[src/rtl/seq_alu_if.sv]
// Request/response bus between a requester and seq_alu: start handshake, operands, result and flags.
interface seq_alu_if #(
   parameter int unsigned DATASIZE = 16
);
   logic                start_i;
   logic [2:0]          op_i;
   logic [DATASIZE-1:0] a_i;
   logic [DATASIZE-1:0] b_i;
   logic                busy_o;
   logic                done_o;
   logic [DATASIZE-1:0] result_o;
   logic                carry_o;
   logic                zero_o;

   modport master (
      output start_i, op_i, a_i, b_i,
      input  busy_o, done_o, result_o, carry_o, zero_o
   );

   modport slave (
      input  start_i, op_i, a_i, b_i,
      output busy_o, done_o, result_o, carry_o, zero_o
   );
endinterface

[src/rtl/seq_alu.sv]
// Sequential ALU: single-cycle logic/add/sub ops and a DATASIZE-cycle shift-add multiplier,
// with registered result, carry and zero flags and a one-cycle done pulse.
module seq_alu #(
   parameter int unsigned DATASIZE = 16
) (
   input  logic     clock_i,
   input  logic     reset_i,
   seq_alu_if.slave bus
);
   localparam int unsigned DW = DATASIZE;
   localparam int unsigned PW = 2 * DATASIZE;
   localparam int unsigned CW = $clog2(DATASIZE) + 1;
   localparam logic [CW-1:0] LAST_STEP = CW'(DATASIZE - 1);

   localparam logic [2:0] OP_PASS = 3'b000;
   localparam logic [2:0] OP_ADD  = 3'b001;
   localparam logic [2:0] OP_SUB  = 3'b010;
   localparam logic [2:0] OP_AND  = 3'b011;
   localparam logic [2:0] OP_OR   = 3'b100;
   localparam logic [2:0] OP_XOR  = 3'b101;
   localparam logic [2:0] OP_MUL  = 3'b110;
   localparam logic [2:0] OP_NOT  = 3'b111;

   typedef enum logic [1:0] {
      IDLE = 2'd0,
      MUL  = 2'd1,
      DONE = 2'd2
   } state_t;

   state_t        r_state, w_state_nxt;
   logic          r_busy, r_done;
   logic          r_carry, w_carry_nxt;
   logic          r_zero, w_zero_nxt;
   logic [DW-1:0] r_result, w_result_nxt;
   logic [DW-1:0] r_mplier, w_mplier_nxt;
   logic [PW-1:0] r_mcand, w_mcand_nxt;
   logic [PW-1:0] r_prod, w_prod_nxt;
   logic [CW-1:0] r_cnt, w_cnt_nxt;
   logic [DW:0]   w_sum;
   logic [DW:0]   w_diff;
   logic [PW-1:0] w_prod_step;

   // Extra top bit of the sum is the carry out; of the difference, the unsigned borrow.
   assign w_sum       = {1'b0, bus.a_i} + {1'b0, bus.b_i};
   assign w_diff      = {1'b0, bus.a_i} - {1'b0, bus.b_i};
   assign w_prod_step = r_prod + (r_mplier[0] ? r_mcand : '0);
   assign w_zero_nxt  = (w_result_nxt == '0);

   always_ff @(posedge clock_i or posedge reset_i) begin
      if (reset_i) begin
         r_state <= IDLE;
      end else begin
         r_state <= w_state_nxt;
      end
   end

   always_comb begin
      w_state_nxt  = r_state;
      w_result_nxt = r_result;
      w_carry_nxt  = r_carry;
      w_mplier_nxt = r_mplier;
      w_mcand_nxt  = r_mcand;
      w_prod_nxt   = r_prod;
      w_cnt_nxt    = r_cnt;
      case (r_state)
         IDLE: begin
            if (bus.start_i) begin
               w_mplier_nxt = bus.b_i;
               w_mcand_nxt  = PW'(bus.a_i);
               w_prod_nxt   = '0;
               w_cnt_nxt    = '0;
               if (bus.op_i == OP_MUL) begin
                  w_state_nxt = MUL;
               end else begin
                  w_state_nxt = DONE;
                  w_carry_nxt = 1'b0;
                  case (bus.op_i)
                     OP_PASS: w_result_nxt = bus.b_i;
                     OP_ADD: begin
                        w_result_nxt = w_sum[DW-1:0];
                        w_carry_nxt  = w_sum[DW];
                     end
                     OP_SUB: begin
                        w_result_nxt = w_diff[DW-1:0];
                        w_carry_nxt  = w_diff[DW];
                     end
                     OP_AND:  w_result_nxt = bus.a_i & bus.b_i;
                     OP_OR:   w_result_nxt = bus.a_i | bus.b_i;
                     OP_XOR:  w_result_nxt = bus.a_i ^ bus.b_i;
                     OP_NOT:  w_result_nxt = ~bus.a_i;
                     default: w_result_nxt = bus.b_i;
                  endcase
               end
            end
         end
         MUL: begin
            // One multiplier bit per edge, LSB first; the final step loads result and overflow.
            w_prod_nxt   = w_prod_step;
            w_mcand_nxt  = r_mcand << 1;
            w_mplier_nxt = r_mplier >> 1;
            w_cnt_nxt    = r_cnt + CW'(1);
            if (r_cnt == LAST_STEP) begin
               w_state_nxt  = DONE;
               w_result_nxt = w_prod_step[DW-1:0];
               w_carry_nxt  = |w_prod_step[PW-1:DW];
            end
         end
         DONE:    w_state_nxt = IDLE;
         default: w_state_nxt = IDLE;
      endcase
   end

   always_ff @(posedge clock_i or posedge reset_i) begin
      if (reset_i) begin
         r_busy   <= 1'b0;
         r_done   <= 1'b0;
         r_result <= '0;
         r_carry  <= 1'b0;
         r_zero   <= 1'b1;
         r_mplier <= '0;
         r_mcand  <= '0;
         r_prod   <= '0;
         r_cnt    <= '0;
      end else begin
         r_busy   <= (w_state_nxt != IDLE);
         r_done   <= (w_state_nxt == DONE);
         r_result <= w_result_nxt;
         r_carry  <= w_carry_nxt;
         r_zero   <= w_zero_nxt;
         r_mplier <= w_mplier_nxt;
         r_mcand  <= w_mcand_nxt;
         r_prod   <= w_prod_nxt;
         r_cnt    <= w_cnt_nxt;
      end
   end

   assign bus.busy_o   = r_busy;
   assign bus.done_o   = r_done;
   assign bus.result_o = r_result;
   assign bus.carry_o  = r_carry;
   assign bus.zero_o   = r_zero;
endmodule

[src/flat_wrapper.sv]
// flat-port wrapper written by rule: the top's interface ports become plain ports
module seq_alu_flat 
#(
   parameter int unsigned DATASIZE = 16
)
  (clock_i, reset_i, bus_start_i, bus_op_i, bus_a_i, bus_b_i, bus_busy_o, bus_done_o, bus_result_o, bus_carry_o, bus_zero_o);
  seq_alu_if #(.DATASIZE(DATASIZE)) bus_i ();
  input  logic clock_i;
  input  logic reset_i;
  input wire logic [$bits(bus_i.start_i)-1:0] bus_start_i;
  input wire logic [$bits(bus_i.op_i)-1:0] bus_op_i;
  input wire logic [$bits(bus_i.a_i)-1:0] bus_a_i;
  input wire logic [$bits(bus_i.b_i)-1:0] bus_b_i;
  output wire logic [$bits(bus_i.busy_o)-1:0] bus_busy_o;
  output wire logic [$bits(bus_i.done_o)-1:0] bus_done_o;
  output wire logic [$bits(bus_i.result_o)-1:0] bus_result_o;
  output wire logic [$bits(bus_i.carry_o)-1:0] bus_carry_o;
  output wire logic [$bits(bus_i.zero_o)-1:0] bus_zero_o;
  assign bus_i.start_i = bus_start_i;
  assign bus_i.op_i = bus_op_i;
  assign bus_i.a_i = bus_a_i;
  assign bus_i.b_i = bus_b_i;
  assign bus_busy_o = bus_i.busy_o;
  assign bus_done_o = bus_i.done_o;
  assign bus_result_o = bus_i.result_o;
  assign bus_carry_o = bus_i.carry_o;
  assign bus_zero_o = bus_i.zero_o;
  seq_alu #(.DATASIZE(DATASIZE)) u_core (.clock_i(clock_i), .reset_i(reset_i), .bus(bus_i));
endmodule
[config.mk]
export PLATFORM = sky130hd
export DESIGN_NAME = seq_alu_flat
export DESIGN_NICKNAME = d
export VERILOG_FILES = /design/src/rtl/seq_alu_if.sv /design/src/rtl/seq_alu.sv /design/src/flat_wrapper.sv
export SDC_FILE = /design/constraint.sdc
export NUM_CORES = 1
export LEC_CHECK = 0
export ABC_AREA = 1
export BUFFER_PORTS_ARGS = -buffer_cell sky130_fd_sc_hd__buf_2
export CORE_ASPECT_RATIO = 0.6
export CORE_MARGIN = 4
export CORE_UTILIZATION = 59
export DETAILED_ROUTE_END_ITERATION = 8
export GPL_TIMING_DRIVEN = 0
export PLACE_DENSITY = 0.84
export SYNTH_ARGS = -nofsm -noshare
export SYNTH_HDL_FRONTEND = slang
export SYNTH_SLANG_ARGS = --single-unit
[constraint.sdc]
create_clock -name clock_i -period 10.35 [get_ports clock_i]
set_input_delay 1.5525 -clock clock_i [delete_from_list [all_inputs] [get_ports clock_i]]
set_output_delay 1.5525 -clock clock_i [all_outputs]
set_load 0.02 [all_outputs]
==> impl_metrics.env <==
export IMPL_crit_path_start="bus_b_i[2]"
export IMPL_synthCells=1609
export IMPL_end_kind="flip-flop"
export IMPL_rr_worst_depth=21
export IMPL_first_global_vias=9777
export IMPL_fin_setup_tns_ps=0
export IMPL_nNetsFinal=1803
export IMPL_period_share=0.3720
export IMPL_worstMarginPinSlew_ps=835.2
export IMPL_syn_num_nets=1734
export IMPL_timing_fmax_mhz=259.7
export IMPL_rsz0062_at_grt="no"
export IMPL_cts_setup_buffers=0
export IMPL_ios=58
export IMPL_die_area_sq_um=19140
export IMPL_required_ps=10640
export IMPL_synth_common_cells="nand2_1 (565), inv_1 (310), nand3_1 (109), nor2_1 (109), dfrtp_1 (106)"
export IMPL_antenna_left=0
export IMPL_p_leak_nw=6.495
export IMPL_cts_tree="done"
export IMPL_ys_flop_type="dfrtp_1"
export IMPL_drive_gt1_frac=0.06536
export IMPL_maxCapViolCount=0
export IMPL_core_area_sq_um=16400
export IMPL_setup_viol=0
export IMPL_finClkSkew_ps=8.876
export IMPL_synth_enable_flop_cells=0
export IMPL_hpwl_um=27740
export IMPL_grt_pass1_wl_um=52440
export IMPL_fin_cells=1911
export IMPL_grt_max_degree=65
export IMPL_ys_types=38
export IMPL_hold_class="reg2reg"
export IMPL_r2r_end="u_core.bus.carry_o$_DFFE_PP0P_"
export IMPL_numCtsBuffers=9
export IMPL_htree_num_levels=3
export IMPL_yosysMostFrequentCell="nand2_1"
export IMPL_wl_um=34220
export IMPL_maxSlewHeadroom=0.4432
export IMPL_cts_root_buf="clkbuf_16"
export IMPL_vias=10960
export IMPL_seq_area_frac_synth=0.2682
export IMPL_status="complete, no violations"
export IMPL_initial_core_util=0.6092
export IMPL_via_per_inst=5.735
export IMPL_first_pass_iters=6
export IMPL_grt_usage=0.3586
export IMPL_synth_area_leader_cell="dfrtp_1"
export IMPL_synth_seq_cells=107
export IMPL_layout_min_cycle_time_ps=3850
export IMPL_place_worst_setup_slack_ps=6324
export IMPL_clk_path_buf_depth=2
export IMPL_gp_congestion=1.094
export IMPL_cts_resized=0
export IMPL_clk_latency_ps=370
export IMPL_place_inst=1895
export IMPL_async_reset_ff_frac=1.000
export IMPL_holdBufCountCts=0
export IMPL_cp_start_kind="primary input"
export IMPL_hold_depth=2
export IMPL_avgSynthCellArea_sq_um=6.208
export IMPL_crit_end="u_core.bus.zero_o$_DFF_PP1_"
export IMPL_drc=0
export IMPL_worstSetupPathType="in2reg"
export IMPL_synth_top_cell_area_share=0.2656
export IMPL_overflow=0
export IMPL_ff2ff_setup_slack_ps=6600
export IMPL_final_core_util=0.6650
export IMPL_peakVddDrop_v=0.0001216
export IMPL_arrival_ps=4140
export IMPL_drt_iter0_markers=1700
export IMPL_die_x_um=176.0
export IMPL_portBuffers=57
export IMPL_power_density_cell_area_nw_per_um2=139.4
export IMPL_path_clk_slew_ps=80
export IMPL_antenna_found_initial=0
export IMPL_rows=36
export IMPL_r2r_start="u_core.r_mplier[0]$_DFFE_PP0P_"
export IMPL_setup_ws_ps=6500
export IMPL_post_drt_wl_per_cell_um=17.91
export IMPL_synth_warnings=0
export IMPL_hold_viol=0
export IMPL_synthTopCellsByArea="dfrtp_1 (27%), nand2_1 (21%), inv_1 (12%)"
export IMPL_fillCellCount=1554
export IMPL_final_max_slew_viol_count=0
export IMPL_cp_max_fo=10
export IMPL_area_delta_synth_final_pct=9.157
export IMPL_antenna_cells=0
export IMPL_chipHeight_um=108.8
export IMPL_cts_sinks=107
export IMPL_syn_cell_area_sq_um=9988
worst min path at each step:
stage / endpoint / slack (ps) / from
after floorplan: u_core.r_mplier[10]$_DFFE_PP0P_ / 450 / u_core.r_mplier[10]$_DFFE_PP0P_
after global placement: u_core.r_mplier[13]$_DFFE_PP0P_ / 460 / u_core.r_mplier[13]$_DFFE_PP0P_
after detailed placement: u_core.r_mplier[5]$_DFFE_PP0P_ / 470 / u_core.r_mplier[5]$_DFFE_PP0P_
after CTS: u_core.r_mplier[5]$_DFFE_PP0P_ / 490 / u_core.r_mplier[5]$_DFFE_PP0P_
after global routing: u_core.r_prod[17]$_DFFE_PP0P_ / 530 / u_core.r_prod[17]$_DFFE_PP0P_
final: u_core.r_mplier[10]$_DFFE_PP0P_ / 500 / u_core.r_mplier[10]$_DFFE_PP0P_
per-stage QoR:
stage / power [W] / area, sq um / hold slack, ps
global placement: 0.001114 / 10560 / 463.4
global route: 0.001608 / 10900 / 525.3
finish: 0.001520 / 10900 / 499.4
floorplan: 0.0009450 / 9988 / 449.5
detailed placement: 0.001133 / 10590 / 472.4
CTS: 0.001498 / 10900 / 493.2
state kept, by name, summed over array words and instances, names as in the netlist:
name / cells
u_core.r_mcand: 32
u_core.r_prod: 32
u_core.bus.result_o: 16
u_core.r_mplier: 16
u_core.r_cnt: 5
u_core.r_state: 2
u_core.bus.busy_o: 1
u_core.bus.carry_o: 1
u_core.bus.done_o: 1
u_core.bus.zero_o: 1
per-layer routing:
metal	part of all wire	up-vias	global-route usage
li1	-	5196	-
met1	0.45	4979	0.5350
met2	0.35	745	0.4481
met3	0.19	37	0.2024
met4	0.0087	2	0.05006
met5	0.0027	-	0.03646
logic make-up (layout without fill, tap and decap cells):
logic type,count (synthesis),count (layout),synth area share
adder cells (fa/ha/maj),87,87,0.1112
XOR/XNOR,10,10,0.008768
flip-flops,107,107,0.2682
buffers and inverters,361,435,0.1402
AO/OA/AOI/OAI,209,209,0.1318
AND/OR/NAND/NOR,835,835,0.3398
layout make-up:
class,instances,area (sq um),area share
buffer,46,217.7,0.01997
tap,228,285.3,0.02616
multi-input combinational,1141,5909,0.5420
sequential,107,2679,0.2457
timing repair buffer,58,312.8,0.02869
clock inverter,7,88.84,0.008148
inverter,315,1185,0.1087
clock buffer,9,225.2,0.02066
cells in the final DEF, fill, tap and decap left out, types with 2 or more instances in the layout:
cell and n:
nand2_1 565, inv_1 309, nor2_1 109, nand3_1 109, dfrtp_1 106, ha_1 84
buf_2 71, a21oi_1 61, o21ai_0 44, o22ai_1 35, a22o_1 21, clkbuf_1 18
nand4_1 15, nor3_1 15, a22oi_1 14, o211ai_1 11, clkbuf_16 9, buf_1 8
a32o_1 8, o221ai_1 8, and2_1 6, xor2_1 6, inv_2 5, or2_1 4
o21bai_1 4, nand3b_1 4, xnor2_1 4, or2_2 3, nor2_2 3, buf_4 3
fa_1 3, clkinv_4 3, buf_6 2
critical path, stage by stage:
cell and delay, ps:
buf_2 100, inv_1 170, ha_1 260, buf_2 190, nor2_1 240, nand2_1 80
nand3_1 220, nand2_1 110, nand2_1 200, nand2_1 70, nand3_1 70, nand4_1 80
nand2_1 100, nand2_1 80, nor2_1 100, nand3_1 250, nor3_2 250
power breakdown:
group | total (W) | internal [W] | switching, W
Combinational | 0.000597 | 0.000186 | 0.000411
Sequential | 0.000558 | 0.000498 | 0.0000596
Clock | 0.000365 | 0.000192 | 0.000172
Total | 0.00152 | 0.000877 | 0.000643
Note: power is estimated with default switching activity, not from simulation.
